`src/rtl/alu_arbiter.sv`:
```
// alu_arbiter: two-requester round-robin sequencer in front of a shared combinational ALU.
// Defining ALU_ARBITER_STATS_EN adds saturating per-requester grant counters (gnt0_cnt, gnt1_cnt).
module alu_arbiter #(
    parameter int DATA_W = 8,
    parameter int SEL_W  = 3,
    parameter int CNT_W  = 8
) (
    input  logic              clk,
    input  logic              rst,
    input  logic              req0_valid,
    output logic              req0_ready,
    input  logic [SEL_W-1:0]  req0_sel,
    input  logic [DATA_W-1:0] req0_a,
    input  logic [DATA_W-1:0] req0_b,
    input  logic              req1_valid,
    output logic              req1_ready,
    input  logic [SEL_W-1:0]  req1_sel,
    input  logic [DATA_W-1:0] req1_a,
    input  logic [DATA_W-1:0] req1_b,
    output logic              rsp0_valid,
    input  logic              rsp0_ready,
    output logic              rsp1_valid,
    input  logic              rsp1_ready,
    output logic [DATA_W-1:0] rsp_result,
    output logic              rsp_cout,
    output logic [DATA_W-1:0] alu_a,
    output logic [DATA_W-1:0] alu_b,
    output logic [SEL_W-1:0]  alu_sel,
    input  logic [DATA_W-1:0] alu_result,
    input  logic              alu_cout,
    output logic              busy
`ifdef ALU_ARBITER_STATS_EN
    ,
    output logic [CNT_W-1:0]  gnt0_cnt,
    output logic [CNT_W-1:0]  gnt1_cnt
`endif
);

    typedef enum logic [1:0] {
        IDLE = 2'd0,
        EXEC = 2'd1,
        RESP = 2'd2
    } state_t;

    state_t              r_state;
    state_t              w_state_nxt;
    logic                r_last;
    logic                r_owner;
    logic [DATA_W-1:0]   r_a;
    logic [DATA_W-1:0]   r_b;
    logic [SEL_W-1:0]    r_sel;
    logic [DATA_W-1:0]   r_result;
    logic                r_cout;

    logic                w_win0;
    logic                w_win1;
    logic                w_hs0;
    logic                w_hs1;
    logic                w_req_hs;
    logic                w_rsp_hs;

    // Contention goes to whichever requester was not served last.
    assign w_win0 = req0_valid && (!req1_valid || r_last);
    assign w_win1 = req1_valid && (!req0_valid || !r_last);

    always_comb begin
        w_state_nxt = r_state;
        req0_ready  = 1'b0;
        req1_ready  = 1'b0;
        rsp0_valid  = 1'b0;
        rsp1_valid  = 1'b0;
        w_rsp_hs    = 1'b0;
        case (r_state)
            IDLE: begin
                // Gated by rst so nothing is offered while reset is held.
                req0_ready = w_win0 && !rst;
                req1_ready = w_win1 && !rst;
                if ((w_win0 || w_win1) && !rst) begin
                    w_state_nxt = EXEC;
                end
            end
            EXEC: begin
                w_state_nxt = RESP;
            end
            RESP: begin
                rsp0_valid = !r_owner;
                rsp1_valid = r_owner;
                w_rsp_hs   = r_owner ? rsp1_ready : rsp0_ready;
                if (w_rsp_hs) begin
                    w_state_nxt = IDLE;
                end
            end
            default: begin
                w_state_nxt = IDLE;
            end
        endcase
    end

    assign w_hs0    = req0_valid && req0_ready;
    assign w_hs1    = req1_valid && req1_ready;
    assign w_req_hs = w_hs0 || w_hs1;

    always_ff @(posedge clk or posedge rst) begin
        if (rst) begin
            r_state <= IDLE;
        end else begin
            r_state <= w_state_nxt;
        end
    end

    always_ff @(posedge clk or posedge rst) begin
        if (rst) begin
            r_last  <= 1'b1;
            r_owner <= 1'b0;
            r_a     <= '0;
            r_b     <= '0;
            r_sel   <= '0;
        end else begin
            if (w_req_hs) begin
                r_owner <= w_hs1;
                r_a     <= w_hs1 ? req1_a   : req0_a;
                r_b     <= w_hs1 ? req1_b   : req0_b;
                r_sel   <= w_hs1 ? req1_sel : req0_sel;
            end
            if (w_rsp_hs) begin
                r_last <= r_owner;
            end
        end
    end

    always_ff @(posedge clk or posedge rst) begin
        if (rst) begin
            r_result <= '0;
            r_cout   <= 1'b0;
        end else if (r_state == EXEC) begin
            r_result <= alu_result;
            r_cout   <= alu_cout;
        end
    end

    // The ALU only ever sees registered operands.
    assign alu_a      = r_a;
    assign alu_b      = r_b;
    assign alu_sel    = r_sel;
    assign rsp_result = r_result;
    assign rsp_cout   = r_cout;
    assign busy       = (r_state != IDLE);

`ifdef ALU_ARBITER_STATS_EN
    logic [CNT_W-1:0] r_gnt0_cnt;
    logic [CNT_W-1:0] r_gnt1_cnt;

    always_ff @(posedge clk or posedge rst) begin
        if (rst) begin
            r_gnt0_cnt <= '0;
            r_gnt1_cnt <= '0;
        end else begin
            if (w_hs0 && (r_gnt0_cnt != '1)) begin
                r_gnt0_cnt <= r_gnt0_cnt + 1'b1;
            end
            if (w_hs1 && (r_gnt1_cnt != '1)) begin
                r_gnt1_cnt <= r_gnt1_cnt + 1'b1;
            end
        end
    end

    assign gnt0_cnt = r_gnt0_cnt;
    assign gnt1_cnt = r_gnt1_cnt;
`else
    // Counter width only matters with the statistics build; still reject nonsense values.
    if (CNT_W < 1) begin : g_bad_cnt_w
        $error("alu_arbiter: CNT_W must be at least 1");
    end
`endif

endmodule

```
`config.mk`:
```
export PLATFORM = sky130hd
export DESIGN_NAME = alu_arbiter
export DESIGN_NICKNAME = d
export VERILOG_FILES = /design/src/rtl/alu_arbiter.sv
export SDC_FILE = /design/constraint.sdc
export NUM_CORES = 1
export LEC_CHECK = 0
export CAP_MARGIN = 0
export CORE_ASPECT_RATIO = 2
export CORE_MARGIN = 2
export CORE_UTILIZATION = 41
export DETAILED_ROUTE_END_ITERATION = 10
export HOLD_SLACK_MARGIN = 0.08
export MAX_ROUTING_LAYER = met4
export PLACE_DENSITY = 0.82
export SYNTH_ARGS = -nofsm -noshare
export SYNTH_HDL_FRONTEND = slang
export SYNTH_SLANG_ARGS = --single-unit
```
`constraint.sdc`:
```
create_clock -name clk -period 4 [get_ports clk]
set_clock_uncertainty 0.1 [all_clocks]
set_input_delay 0.6 -clock clk [delete_from_list [all_inputs] [get_ports clk]]
set_output_delay 0.6 -clock clk [all_outputs]
set_load 0.05 [all_outputs]
```
==> impl_metrics.csv <==
group,metric,value,unit
status,status,"finished, final reports clean",
timing,period_minus_slack,3.27,ns
die,fp.dieH,90.4,µm
critical_path,path_cells,"clkdlybuf4s50_1 > or3_1 > nor2_1 > clkdlybuf4s50_1",
grt,antenna_found_initial,0,
synthesis,muxShareOfSynthArea,7.35,%
synthesis,yosysMostFrequentCell,"dfrtp_1",
critical_path,cp_common_cell,"clkdlybuf4s50_1",
synthesis,syn_inst,152,
synthesis,synth_top_area_cell,"dfrtp_1",
timing,maxClockFrequency,305,MHz
clock_tree,cts_max_level,2,
die,start_util,42.5,%
route,drt_wl_total,4.61,mm
job,cap_viol_max_count,0,
grt,first_global_vias,1498,
synthesis,yosysTopAreaCellShare,50.7,%
clock_tree,cts_buffers,5,
critical_path,slowest_delay,0.82,ns
timing,rsz0062_at_grt,"false",
synthesis,ys_types,25,
synthesis,synth_top_family_by_area,"compound AO/OA/AOI/OAI gates",
grt,overflow,0,
final_layout,utilization,69.8,%
die,fp-row-count,31,
synthesis,yosysWarnings,0,
hold_path,hold_class,"reg -> reg",
synthesis,netlist_area,1530,µm²
clock_tree,cts_hold_buf,0,
die,die-area,4270,µm²
final_layout,n_antenna_cell,0,
timing,hold_violations,0,
clock_tree,cts_tree,"yes",
final_layout,nFillCells,289,
critical_path,start_kind,"primary input",
route,antenna_left,0,
synthesis,ys_seq_area_share,52.4,%
clock_tree,cts_resized,0,
synthesis,ys.flop_type,"dfrtp_1",
synthesis,synth-seq-cells,32,
synthesis,synthArstFlopShare,100,%
grt,grt_usage,24.0,%
timing,tightestPinTransition,1.09,ns
timing,tns,0,ns
synthesis,synth.area.top_cells,"dfrtp_1, o31ai_1, mux2_2",
synthesis,synthesis.nets,205,
critical_path,critPathArrivalTime,2.57,ns
synthesis,synth-compound-area-share,26.1,%
synthesis,synthTopCellsByCount,"dfrtp_1, nor2_1, a21oi_1, o31ai_1, o21ai_0",
timing,slew_violations,0,
place,numPortBuffers,85,
clock_tree,clk_latency,0.28,ns
timing,finalCritPeriodShare,81.9,%
power_and_ir_drop,p_per_area,880,nW/µm²
synthesis,synthXorXnorAreaFrac,0,%
critical_path,crit_required,3.30,ns
place,dpl.hpwl,3.34,mm
final_layout,fin_nets,290,
die,design.core.area,3610,µm²
synthesis,synth_edf_count,0,
route,num_vias,1541,
place,place_congestion,0.852,
route,drt-initial-drc-count,22,
critical_path,cp_slowest_cell,"clkdlybuf4s50_1",
critical_path,crit_type,"in -> out",
clock_tree,clkTransAtPathRegs,0.07,ns
clock_tree,cts_root_buffer,"clkbuf_8",
power_and_ir_drop,vdd_ir_drop_max,0.000487,V
synthesis,synthSimpleGateAreaFrac,8.99,%
power_and_ir_drop,p_leak,1.04,nW
route,routedWlPerCell,16.0,µm
route,drtPass1Iterations,5,
grt,grt_max_degree,21,
synthesis,syn_area_per_cell,10.1,µm²
final_layout,drive_gt1_share,11.3,%
timing,slew_headroom,27.1,%
synthesis,synthAdderAreaFrac,0,%
grt,grt_pass1_wl,7.12,mm
route,vias_per_cell,5.37,
clock_tree,cts_setup_buffers,0,
critical_path,critPathMaxFanout,9,
die,ios,86,
die,fp.dieW,47.2,µm
final_layout,areaGrowthSynthToFinish,64.4,%
clock_tree,cts_buffer_depth,2,
timing,setup_viol,0,
clock_tree,cts.sinks,32,
critical_path,setup.worst_path.end_class,"primary output",
route,drc,0,
where the power goes:
part           total (mW)  leakage, nW  internal (mW)  switching, mW
Clock               0.314       0.0541          0.184          0.129
Combinational        1.31        0.596          0.467          0.848
Sequential          0.588        0.391          0.488         0.0996
cell usage in the layout, fill, tap and decap left out:
master | netlist | routed
nor2_1 | 23 | 23
inv_1 | 3 | 3
a21oi_1 | 19 | 19
a22o_1 | 1 | 1
clkinvlp_4 | 0 | 1
clkinv_2 | 0 | 1
and2_1 | 1 | 1
nor2b_1 | 1 | 1
buf_4 | 1 | 4
clkdlybuf4s50_1 | 0 | 85
nor3_2 | 1 | 1
dfstp_2 | 1 | 1
clkbuf_8 | 0 | 5
or3_1 | 1 | 1
dfrtp_1 | 31 | 31
nand2_1 | 1 | 1
bufinv_16 | 0 | 1
a21boi_4 | 1 | 1
or2_2 | 1 | 1
o21ai_1 | 6 | 6
o31ai_1 | 19 | 19
a21o_1 | 2 | 2
a21bo_2 | 1 | 1
nand2b_1 | 2 | 2
mux2_2 | 10 | 10
o21ai_0 | 16 | 16
layer usage:
metal / track usage, % / vias to the layer above / routed length, µm
li1: - / 713 / -
met1: 25.4 / 742 / 1620
met2: 40.5 / 75 / 2640
met3: 4.40 / 11 / 223
met4: 10.4 / 0 / 127
met5: - / - / 0
cell type report:
type	instances	area, µm²	area share, %
repair buffers	89	881	35.0
flip-flops and latches	32	802	31.9
multi-input cells	106	651	25.8
clock buffers	5	68.8	2.73
well taps	49	61.3	2.44
clock inverters	3	42.5	1.69
inverters	3	11.3	0.447
metrics by stage:
stage	setup slack, ns	cells	total power, mW	hold slack (ns)	cell area, µm²
after floorplan	1.50	152	1.45	0.416	1530
after global placement	0.731	279	1.89	0.374	2410
after detailed placement	0.736	279	1.91	0.384	2410
after CTS	0.718	287	2.23	0.399	2520
after global routing	0.647	287	2.32	0.428	2520
final	0.725	287	2.22	0.401	2520
cells by family after synthesis:
group / after synthesis
compound gates: 65
buf+inv: 14
flops: 32
mux: 10
simple gates: 31
worst paths after layout:
path	slack, ns	cells past startpoint	to	startpoint
setup / recovery	0.73	4	req1_ready	rst
hold / removal	0.40	2	alu_b[2]	alu_b[2]
setup reg to reg	2.23	5	alu_sel[2]	r_state[1]
hold reg to reg	0.40	2	alu_b[2]	alu_b[2]
max in group asynchronous	2.49	3	rsp_result[0]	rst
min in group asynchronous	0.65	2	alu_sel[1]	rst
flip-flops by register name (all words and copies together) (netlist names):
signal      count
rsp_cout        1
r_owner         1
rsp_result      8
alu_b           8
alu_a           8
r_last          1
r_state         2
alu_sel         3
critical path: cells and delay by family:
| kind | cells | cell delay, ns |
|---|---|---|
| buffers and inverters | 2 | 1.27 |
| AND/OR/NAND/NOR | 2 | 0.71 |
Note: power is estimated with default switching activity, not from simulation.
==> variant: new RTL, same flow settings <==
Re-encode `state_t` (3 states) as one-hot, 3 bits wide.
--- a/src/rtl/alu_arbiter.sv
+++ b/src/rtl/alu_arbiter.sv
@@ -37,8 +37,8 @@
 );
 
-    typedef enum logic [1:0] {
-        IDLE = 2'd0,
-        EXEC = 2'd1,
-        RESP = 2'd2
+    typedef enum logic [2:0] {
+        IDLE = 3'b001,
+        EXEC = 3'b010,
+        RESP = 3'b100
     } state_t;
 
Function: no difference found for any inputs over 10 cycles, from zero or initial values and one cycle with rst high; not proved beyond that.
==> variant against the unedited design <==
Power fell by 9.4%. Routed wire length fell by 1.5%. Non-clock buffer count rose by 1. Final area rose by 1.9%. Setup slack improved by 0.058 ns. Hold slack got worse by 0.018 ns. Sequential cell count rose by 1. Area after synthesis rose by 4.1%. Highest routed layer unchanged.
==> variant: results (changes against the unedited design) <==
| Metric | Value |
|---|---|
| Post-Synth XOR/XNOR Area | `0% (unchanged)` |
| P_leak | `0.995 nW (-4.4%)` |
| Reg clk slew, reported paths | `0.07 ns (about the same)` |
| Share of cells above drive strength 1 | `17.9% (+6.6 points)` |
| First-pass GRT wire length | `7020 microns (-1.4%)` |
| Number of gates resized after CTS | `0 (unchanged)` |
| Max stage delay on crit path | `a little over 0.8 ns` |
| Placed instance area | `2480 sq um (+3.2%)` |
| Post-synth ARST share | `100% (unchanged)` |
| Worst slack, placed | `0.781 ns (+0.0456 ns)` |
| Clk buf depth | `2 (unchanged)` |
| Hold Path Cell Cnt | `1 (-1)` |
| CP max FO | `20 (+11)` |
| Filler cell count | `286 (-1.0%)` |
| Distinct cells, synth | `25 (unchanged)` |
| Mapped Nets | `167 (-19%)` |
| DP Cell Count | `244 (-13%)` |
| WHS Endpoint | `rsp_result[0]` |
| WL/cell | `18.0 microns (+12%)` |
| Hold WS | `0.383 ns (-0.0181 ns)` |
| Post-DP HPWL | `3540 microns (+6.0%)` |
| Ranking of synthesized cells by area | `dfrtp_1 (49%), a2bb2oi_2 (17%), o32ai_1 (10%)` |
| Largest net degree at the start of global routing | `22 (+4.8%)` |
| Slowest-stage cell, CP | `clkdlybuf4s50_1` |
| Clk_lat worst skew | `0.28 ns (about the same)` |
| FF-to-FF End | `alu_a[6]` |
| Mapped Cells | `114 (-25%)` |
| Seq/Total Area, Yosys | `52.0% (-0.41 points)` |
| First drt pass iteration count | `5 (unchanged)` |
| Initial antenna violation count | `0 (unchanged)` |
| Vias in the first global route | `1496 (-0.13%)` |
| Critical Path AT | `2.52 ns (-0.05 ns)` |
| Final Slew Violations | `0 (unchanged)` |
| Synth warn | `0 (unchanged)` |
| Number of post-CTS setup repair buffers | `0 (unchanged)` |
| Final Wtd Congestion | `0.750 (-12%)` |
| Vias | `1383 (-10%)` |
| Reg2reg start | `r_state[0]` |
| Worst slew pin tran | `0.717 ns (-0.373 ns)` |
| Hold path startpoint | `rsp_result[0]` |
| Mux share of post-synthesis cell area | `6.99% (-0.37 points)` |
| Buffers on Ports | `85 (unchanged)` |
| Starting DRT DRC Count | `18 (-18%)` |
| Post-synth top cells | `dfrtp_1 (31), o32ai_1 (19), a2bb2oi_2 (18)` |
| Non-Filler Instances | `252 (-12%)` |
| Status | `complete, no violations` |
| R2r setup slk | `1.97 ns (-0.26 ns)` |
| Maximum VDD drop | `510 uV (+4.9%)` |
| GRT Util Overall | `22.6% (-1.3 points)` |
| Compound-cell area share of the yosys netlist | `30.7% (+4.5 points)` |
| Final Cell Area | `2560 sq um (+1.9%)` |
variant: cell count changes in the layout (fill, tap and decap cells not counted), moves of 16 or more:
cell / change
a21oi_1: -17
nor2_1: -19
o32ai_1: +19
o31ai_1: -19
a2bb2oi_2: +18
o21ai_0: -16
variant: power by group:
group          switching, mW  internal, mW  total (mW)
Combinational          0.713         0.471        1.18
Clock                  0.113         0.122       0.235
Sequential             0.106         0.484       0.590
Total                  0.932          1.08        2.01
variant: cells by family after synthesis:
group / count (synthesis)
compound gates: 44
flops: 33
buf+inv: 14
simple gates: 13
mux: 10
variant: worst max-delay path, delay by kind of cell:
kind,cells,cell delay [ns]
AOI/OAI and AO/OA,1,0.38
buffers and inverters,2,1.35
and+or+nand+nor,1,0.19
variant: routing by layer:
layer	vias to the layer above	part of all wire, %	GRT usage [%]
met5	-	0	-
met4	0	1.6	7.43
met3	9	6.6	5.51
met2	68	58	39.8
met1	685	34	22.6
li1	621	-	-
variant: worst max-delay path by stage:
stage          startpoint    endpoint  slack, ns  cells past startpoint
2_1_floorplan  req1_valid  req0_ready       1.17                      3
3_3_place_gp   req1_valid  req1_ready       0.81                      4
3_5_place_dp   req1_valid  req1_ready       0.78                      4
4_1_cts        req1_valid  req1_ready       0.77                      4
5_1_grt        req1_valid  req1_ready       0.72                      4
6_report       req1_valid  req1_ready       0.78                      4
variant: cell type report:
| class | count | share of cell area [%] |
|---|---|---|
| timing repair buffer | 90 | 34.5 |
| tap | 51 | 2.49 |
| clock inverter | 1 | 0.195 |
| multi-input combinational | 67 | 27.1 |
| clock buffer | 7 | 2.98 |
| sequential | 33 | 32.3 |
| inverter | 3 | 0.439 |
